<file path="src/rtl/mem_dm_port.sv">
// -----------------------------------------------------------------------------
// mem_dm_port
// MEM-stage data-memory responder. Takes the EX/MEM bundle, runs loads and
// stores over a req/ack data-memory bus, lane-shifts store data and byte
// enables, extracts and sign/zero-extends load data, and registers the
// MEM/WB bundle. While a bus transaction is outstanding, stall_o holds the
// upstream stages and keeps the EX/MEM inputs stable.
//
// Optional build macro: MEM_MISALIGN_TRAP_EN
//   defined   : a misaligned word/halfword access issues no bus request and
//               pulses misalign_o instead.
//   undefined : the low address bits are truncated to natural alignment and
//               the access proceeds normally.
//
// Ports
//   clk, rst          clock (rising edge), asynchronous active-high reset
//   mem_write_i       store request (wins over mem_read_i)
//   mem_read_i        load request
//   dm_ctrl_i [2:0]   access size / signedness
//   wea_i [3:0]       unshifted store byte enables
//   aluout_i [31:0]   effective byte address
//   st_data_i [31:0]  unshifted store data
//   reg_write_in_i, rd_in_i[4:0], wdsel_in_i[1:0], wd_in_i[31:0]  EX/MEM wb fields
//   dm_req_o, dm_we_o, dm_addr_o[29:0], dm_be_o[3:0], dm_wdata_o[31:0]  bus request
//   dm_ack_i, dm_rdata_i[31:0]  bus completion pulse and read data
//   stall_o           hold upstream while a transaction is pending
//   bus_err_o         one-cycle pulse on timeout abort
//   wb_reg_write_o, wb_rd_o[4:0], wb_wdsel_o[1:0], wb_wd_o[31:0]  MEM/WB bundle
//   misalign_o        (MEM_MISALIGN_TRAP_EN only) one-cycle misalign pulse
// -----------------------------------------------------------------------------
module mem_dm_port #(
  parameter int TIMEOUT = 16,
  parameter int CNT_W   = 5
) (
  input  logic        clk,
  input  logic        rst,
  input  logic        mem_write_i,
  input  logic        mem_read_i,
  input  logic [2:0]  dm_ctrl_i,
  input  logic [3:0]  wea_i,
  input  logic [31:0] aluout_i,
  input  logic [31:0] st_data_i,
  input  logic        reg_write_in_i,
  input  logic [4:0]  rd_in_i,
  input  logic [1:0]  wdsel_in_i,
  input  logic [31:0] wd_in_i,
  output logic        dm_req_o,
  output logic        dm_we_o,
  output logic [29:0] dm_addr_o,
  output logic [3:0]  dm_be_o,
  output logic [31:0] dm_wdata_o,
  input  logic        dm_ack_i,
  input  logic [31:0] dm_rdata_i,
  output logic        stall_o,
  output logic        bus_err_o,
`ifdef MEM_MISALIGN_TRAP_EN
  output logic        misalign_o,
`endif
  output logic        wb_reg_write_o,
  output logic [4:0]  wb_rd_o,
  output logic [1:0]  wb_wdsel_o,
  output logic [31:0] wb_wd_o
);

  localparam logic [2:0] DM_WORD     = 3'd0;
  localparam logic [2:0] DM_HALF     = 3'd1;
  localparam logic [2:0] DM_HALF_U   = 3'd2;
  localparam logic [2:0] DM_BYTE     = 3'd3;
  localparam logic [2:0] DM_BYTE_U   = 3'd4;

  typedef enum logic {S_IDLE = 1'b0, S_WAIT = 1'b1} state_t;

  state_t      state_q;
  logic [CNT_W-1:0] cnt_q;
  logic        dm_req_q, dm_we_q, bus_err_q;
  logic [29:0] dm_addr_q;
  logic [3:0]  dm_be_q;
  logic [31:0] dm_wdata_q;
  logic        wb_reg_write_q;
  logic [4:0]  wb_rd_q;
  logic [1:0]  wb_wdsel_q;
  logic [31:0] wb_wd_q;
`ifdef MEM_MISALIGN_TRAP_EN
  logic        misalign_q;
  logic        misalign_s;
`endif

  logic        access_s;
  logic        is_load_s;
  logic [1:0]  off_s;
  logic [3:0]  be_d;
  logic [31:0] wdata_d;
  logic [31:0] shifted_s;
  logic [31:0] ld_data_d;

  // Decode access type; a store takes priority over a simultaneous load.
  always_comb begin
    access_s  = mem_read_i | mem_write_i;
    is_load_s = mem_read_i & ~mem_write_i;
  end

  // Lane offset: words are forced to lane 0, halfwords use bit 1 only,
  // which is what truncates a misaligned address to natural alignment.
  always_comb begin
    off_s = 2'b00;
    case (dm_ctrl_i)
      DM_WORD:              off_s = 2'b00;
      DM_HALF, DM_HALF_U:   off_s = {aluout_i[1], 1'b0};
      DM_BYTE, DM_BYTE_U:   off_s = aluout_i[1:0];
      default:              off_s = 2'b00;
    endcase
  end

  // Store lane shifting; loads present no byte enables on the bus.
  always_comb begin
    wdata_d = st_data_i << {off_s, 3'b000};
    if (mem_write_i) begin
      be_d = wea_i << off_s;
    end else begin
      be_d = 4'b0000;
    end
  end

  // Load extraction: bring the addressed lane down to bit 0, then extend.
  always_comb begin
    shifted_s = dm_rdata_i >> {off_s, 3'b000};
    ld_data_d = shifted_s;
    case (dm_ctrl_i)
      DM_WORD:   ld_data_d = shifted_s;
      DM_HALF:   ld_data_d = {{16{shifted_s[15]}}, shifted_s[15:0]};
      DM_HALF_U: ld_data_d = {16'h0000, shifted_s[15:0]};
      DM_BYTE:   ld_data_d = {{24{shifted_s[7]}}, shifted_s[7:0]};
      DM_BYTE_U: ld_data_d = {24'h000000, shifted_s[7:0]};
      default:   ld_data_d = shifted_s;
    endcase
  end

`ifdef MEM_MISALIGN_TRAP_EN
  // Misalignment is judged on the raw address, before lane truncation.
  always_comb begin
    misalign_s = 1'b0;
    case (dm_ctrl_i)
      DM_WORD:            misalign_s = (aluout_i[1:0] != 2'b00);
      DM_HALF, DM_HALF_U: misalign_s = aluout_i[0];
      default:            misalign_s = 1'b0;
    endcase
  end
`endif

  // Transaction FSM with all bus and MEM/WB outputs registered.
  always_ff @(posedge clk or posedge rst) begin
    if (rst) begin
      state_q        <= S_IDLE;
      cnt_q          <= '0;
      dm_req_q       <= 1'b0;
      dm_we_q        <= 1'b0;
      dm_addr_q      <= 30'd0;
      dm_be_q        <= 4'd0;
      dm_wdata_q     <= 32'd0;
      bus_err_q      <= 1'b0;
      wb_reg_write_q <= 1'b0;
      wb_rd_q        <= 5'd0;
      wb_wdsel_q     <= 2'd0;
      wb_wd_q        <= 32'd0;
`ifdef MEM_MISALIGN_TRAP_EN
      misalign_q     <= 1'b0;
`endif
    end else begin
      bus_err_q <= 1'b0;
`ifdef MEM_MISALIGN_TRAP_EN
      misalign_q <= 1'b0;
`endif
      case (state_q)
        S_IDLE: begin
          if (!access_s) begin
            wb_reg_write_q <= reg_write_in_i;
            wb_rd_q        <= rd_in_i;
            wb_wdsel_q     <= wdsel_in_i;
            wb_wd_q        <= wd_in_i;
`ifdef MEM_MISALIGN_TRAP_EN
          end else if (misalign_s) begin
            misalign_q     <= 1'b1;
            wb_reg_write_q <= 1'b0;
`endif
          end else begin
            dm_req_q       <= 1'b1;
            dm_we_q        <= mem_write_i;
            dm_addr_q      <= aluout_i[31:2];
            dm_be_q        <= be_d;
            dm_wdata_q     <= wdata_d;
            wb_reg_write_q <= 1'b0;
            cnt_q          <= '0;
            state_q        <= S_WAIT;
          end
        end
        S_WAIT: begin
          if (dm_ack_i) begin
            dm_req_q       <= 1'b0;
            wb_reg_write_q <= reg_write_in_i;
            wb_rd_q        <= rd_in_i;
            wb_wdsel_q     <= wdsel_in_i;
            wb_wd_q        <= is_load_s ? ld_data_d : wd_in_i;
            state_q        <= S_IDLE;
          end else if (cnt_q == CNT_W'(TIMEOUT - 1)) begin
            dm_req_q       <= 1'b0;
            bus_err_q      <= 1'b1;
            wb_reg_write_q <= 1'b0;
            state_q        <= S_IDLE;
          end else begin
            cnt_q <= cnt_q + CNT_W'(1);
          end
        end
        default: begin
          state_q  <= S_IDLE;
          dm_req_q <= 1'b0;
        end
      endcase
    end
  end

  // Stall is combinational so the upstream hold takes effect in the very
  // cycle an access is first seen; reset forces it low immediately.
  always_comb begin
    if (rst) begin
      stall_o = 1'b0;
    end else if (state_q == S_WAIT) begin
      stall_o = ~dm_ack_i;
    end else begin
      stall_o = access_s;
    end
  end

  assign dm_req_o       = dm_req_q;
  assign dm_we_o        = dm_we_q;
  assign dm_addr_o      = dm_addr_q;
  assign dm_be_o        = dm_be_q;
  assign dm_wdata_o     = dm_wdata_q;
  assign bus_err_o      = bus_err_q;
  assign wb_reg_write_o = wb_reg_write_q;
  assign wb_rd_o        = wb_rd_q;
  assign wb_wdsel_o     = wb_wdsel_q;
  assign wb_wd_o        = wb_wd_q;
`ifdef MEM_MISALIGN_TRAP_EN
  assign misalign_o     = misalign_q;
`endif

endmodule

</file>
<file path="config.mk">
export PLATFORM = sky130hd
export DESIGN_NAME = mem_dm_port
export DESIGN_NICKNAME = d
export VERILOG_FILES = /design/src/rtl/mem_dm_port.sv
export SDC_FILE = /design/constraint.sdc
export NUM_CORES = 1
export LEC_CHECK = 0
export CELL_PAD_IN_SITES_DETAIL_PLACEMENT = 2
export CELL_PAD_IN_SITES_GLOBAL_PLACEMENT = 2
export CORE_ASPECT_RATIO = 1.25
export CORE_MARGIN = 1.5
export CORE_UTILIZATION = 26
export DETAILED_ROUTE_END_ITERATION = 16
export PLACE_DENSITY = 0.82
export SYNTH_ARGS = -nofsm -noshare
export SYNTH_HDL_FRONTEND = slang
export SYNTH_SLANG_ARGS = --single-unit
</file>
<file path="constraint.sdc">
create_clock -name clk -period 9.2 [get_ports clk]
set_clock_uncertainty 0.05 [all_clocks]
set_input_delay 2.3 -clock clk [delete_from_list [all_inputs] [get_ports clk]]
set_output_delay 2.3 -clock clk [all_outputs]
set_load 0.02 [all_outputs]
</file>
==> flow_metrics.env <==
export IMPL_outcome="finished with violations"
export IMPL_failed_checks="DRC"
export IMPL_path_buf_inv=3
export IMPL_hold_violations=0
export IMPL_critPathMaxStageDelay_ns=0.62
export IMPL_slew_headroom_pct=30.16
export IMPL_path_clk_slew_ns=0.05
export IMPL_first_pass_iters=13
export IMPL_setup_tns_ns=0
export IMPL_startpoint_type="primary input"
export IMPL_crit_type="primary input to primary output"
export IMPL_dpl_instance_area_um2=8957
export IMPL_final_cell_mix="clkdlybuf4s50_1, nand2_1, dfrtp_1, o21ai_0, nor2_1"
export IMPL_hp_class="flop to flop"
export IMPL_yosysWarnings=0
export IMPL_cts_resized=0
export IMPL_syn2layout_area_growth_pct=55.97
export IMPL_grt_overflow=0
export IMPL_antenna_found_initial=2
export IMPL_fin_crit_ns=6.744
export IMPL_post_cts_buffers=0
export IMPL_detail_route_antenna_nets=0
export IMPL_required_ns=6.85
export IMPL_insertion_delay_ns=0.42
export IMPL_cts_buffers=17
export IMPL_grt_max_degree=80
export IMPL_worst_pin_slew_ns=1.048
export IMPL_die_area_um2=24620
export IMPL_multi_input_area_um2=2979
export IMPL_fill_cells=2519
export IMPL_start_util_pct=26.64
export IMPL_crit_top_cell="clkdlybuf4s50_1"
export IMPL_synth_seq_cells=115
export IMPL_critPathArrivalTime_ns=4.39
export IMPL_layout_nets=1083
export IMPL_cpLargestDelayFamily="buffers and inverters"
export IMPL_synthesis_nets=851
export IMPL_cts_tree="done"
export IMPL_ir_drop_mv=0.09170
export IMPL_synth_flop_cell="dfrtp_1"
export IMPL_path_max_fanout=50
export IMPL_grt_usage_pct=21.85
export IMPL_postRouteWirelength_um=26580
export IMPL_htree_levels=4
export IMPL_grt_pass1_vias=7033
export IMPL_post_route_cell_area_um2=9605
export IMPL_regArea_um2=2878
export IMPL_wl_per_cell_um=21.51
export IMPL_holdWs_ns=0.4158
export IMPL_fmax_ghz=0.1483
export IMPL_row_count=62
export IMPL_worst_path_max_delay_cell="clkdlybuf4s50_1"
export IMPL_root_buffer="clkbuf_16"
export IMPL_drc_errors=2
export IMPL_io_pins=258
export IMPL_vias=6432
export IMPL_crit_chain="clkdlybuf4s50_1, o31ai_4, buf_4, nor2_1, clkdlybuf4s50_1"
export IMPL_cp_end_kind="primary output"
export IMPL_drv_cap=0
export IMPL_die_h_um=175.1
export IMPL_clock_sinks=115
export IMPL_syn_inst=701
export IMPL_synth_async_sr_flop_share_pct=100.0
export IMPL_rsz0062_at_grt="false"
export IMPL_utilization_pct=41.55
export IMPL_drt_iter0_markers=267
export IMPL_yosysUniqueCellTypes=55
export IMPL_io_buffers=257
export IMPL_die_width_um=140.7
export IMPL_post_dp_hpwl_um=18950
export IMPL_cts_path_max_buffers=2
export IMPL_power_leakage_nw=4.159
export IMPL_cts_hold_buf=0
export IMPL_coreArea_um2=23120
export IMPL_grt_first_pass_wirelength_um=41170
export IMPL_min_period_over_period_pct=73.30
export IMPL_finalWeightedCongestion=0.8780
export IMPL_setup_viol=0
export IMPL_cellPowerDensity_nw_per_um2=265.0
export IMPL_final_common_cell="clkdlybuf4s50_1"
export IMPL_vias_per_cell=5.204
export IMPL_synth_area_per_cell_um2=8.785
export IMPL_layout_drive_gt1_share_pct=6.131
export IMPL_synth_edf_count=0
export IMPL_slew_violations=0
export IMPL_yosysSeqAreaShare_pct=46.73
export IMPL_syn_cell_area_um2=6158
sequential cells by signal, indices dropped and copies added (netlist names), 2 cells and up:
register,flops
dm_wdata_o,32
wb_wd_o,32
dm_addr_o,30
cnt_q,5
wb_rd_o,5
dm_be_o,4
wb_wdsel_o,2
kinds of logic (layout without fill, tap and decap cells):
group	after synthesis	count (layout)	synth area share, %
buf+inv	76	321	5.364
other cells	0	2	0
compound gates	211	211	22.96
fa+ha+maj	2	2	0.4063
simple gates	268	268	19.65
flops	115	115	46.73
xor+xnor	2	2	0.2845
mux	27	27	4.612
per-layer routing:
layer | track usage, % | vias to the layer above | part of all wire [%]
met5 | 0 | - | 0
met4 | 9.592 | 0 | 3.0
met3 | 5.782 | 46 | 6.5
met2 | 37.93 | 242 | 50
met1 | 25.17 | 3190 | 40
li1 | - | 2954 | -
path summary, 6_finish.rpt:
path	from	to	slack (ns)	cells after the start
worst max-delay path	mem_write_i	stall_o	2.46	5
min in group asynchronous	rst	wb_wd_o[9]	2.23	2
worst max register to register	state_q	dm_wdata_o[25]	6.82	5
max in group asynchronous	rst	dm_wdata_o[13]	5.42	3
worst min-delay path	wb_rd_o[2]	wb_rd_o[2]	0.42	2
worst min register to register	wb_rd_o[2]	wb_rd_o[2]	0.42	2
cell usage after synthesis, types with 11 or more instances:
cell type / count / area share (%)
o21ai_0: 60 / 4.9
o21ai_1: 17 / 1.4
nand2_1: 155 / 9.4
dfrtp_1: 115 / 47
nor2_1: 40 / 2.4
clkbuf_1: 38 / 2.3
or3_1: 32 / 3.3
a21oi_1: 23 / 1.9
inv_1: 19 / 1.2
mux2i_1: 19 / 3.1
a22o_1: 11 / 1.6
a31oi_1: 24 / 2.4
power breakdown:
part           switching, W  leakage [nW]  internal [W]  total (W)
combinational      0.000567          2.46      0.000466    0.00103
sequential         0.000104          1.38      0.000676   0.000780
clock              0.000239         0.318      0.000493   0.000732
worst min-delay path: stages, from the launching register on:
cell and delay, ns:
dfrtp_1 0.34, nand2_1 0.05, nand2_1 0.05
area by class of cell:
cell class / count / area share, %
Antenna cell: 2 / 0.05210
Clock inverter: 10 / 1.863
Clock buffer: 22 / 4.833
Sequential cell: 115 / 29.96
Timing Repair Buffer: 269 / 27.72
Multi-Input combinational cell: 510 / 31.01
Inverter: 20 / 0.8076
Tap cell: 288 / 3.751
per-stage QoR:
| step | worst slack [ns] | total power (W) | std cells |
|---|---|---|---|
| global placement | 2.512 | 0.001793 | 1202 |
| detailed placement | 2.432 | 0.001826 | 1202 |
| finish | 2.456 | 0.002545 | 1236 |
| floorplan | 3.534 | 0.001269 | 701 |
| global route | 2.336 | 0.002680 | 1236 |
| CTS | 2.432 | 0.002585 | 1234 |
Power figures use the tool's default switching activity.
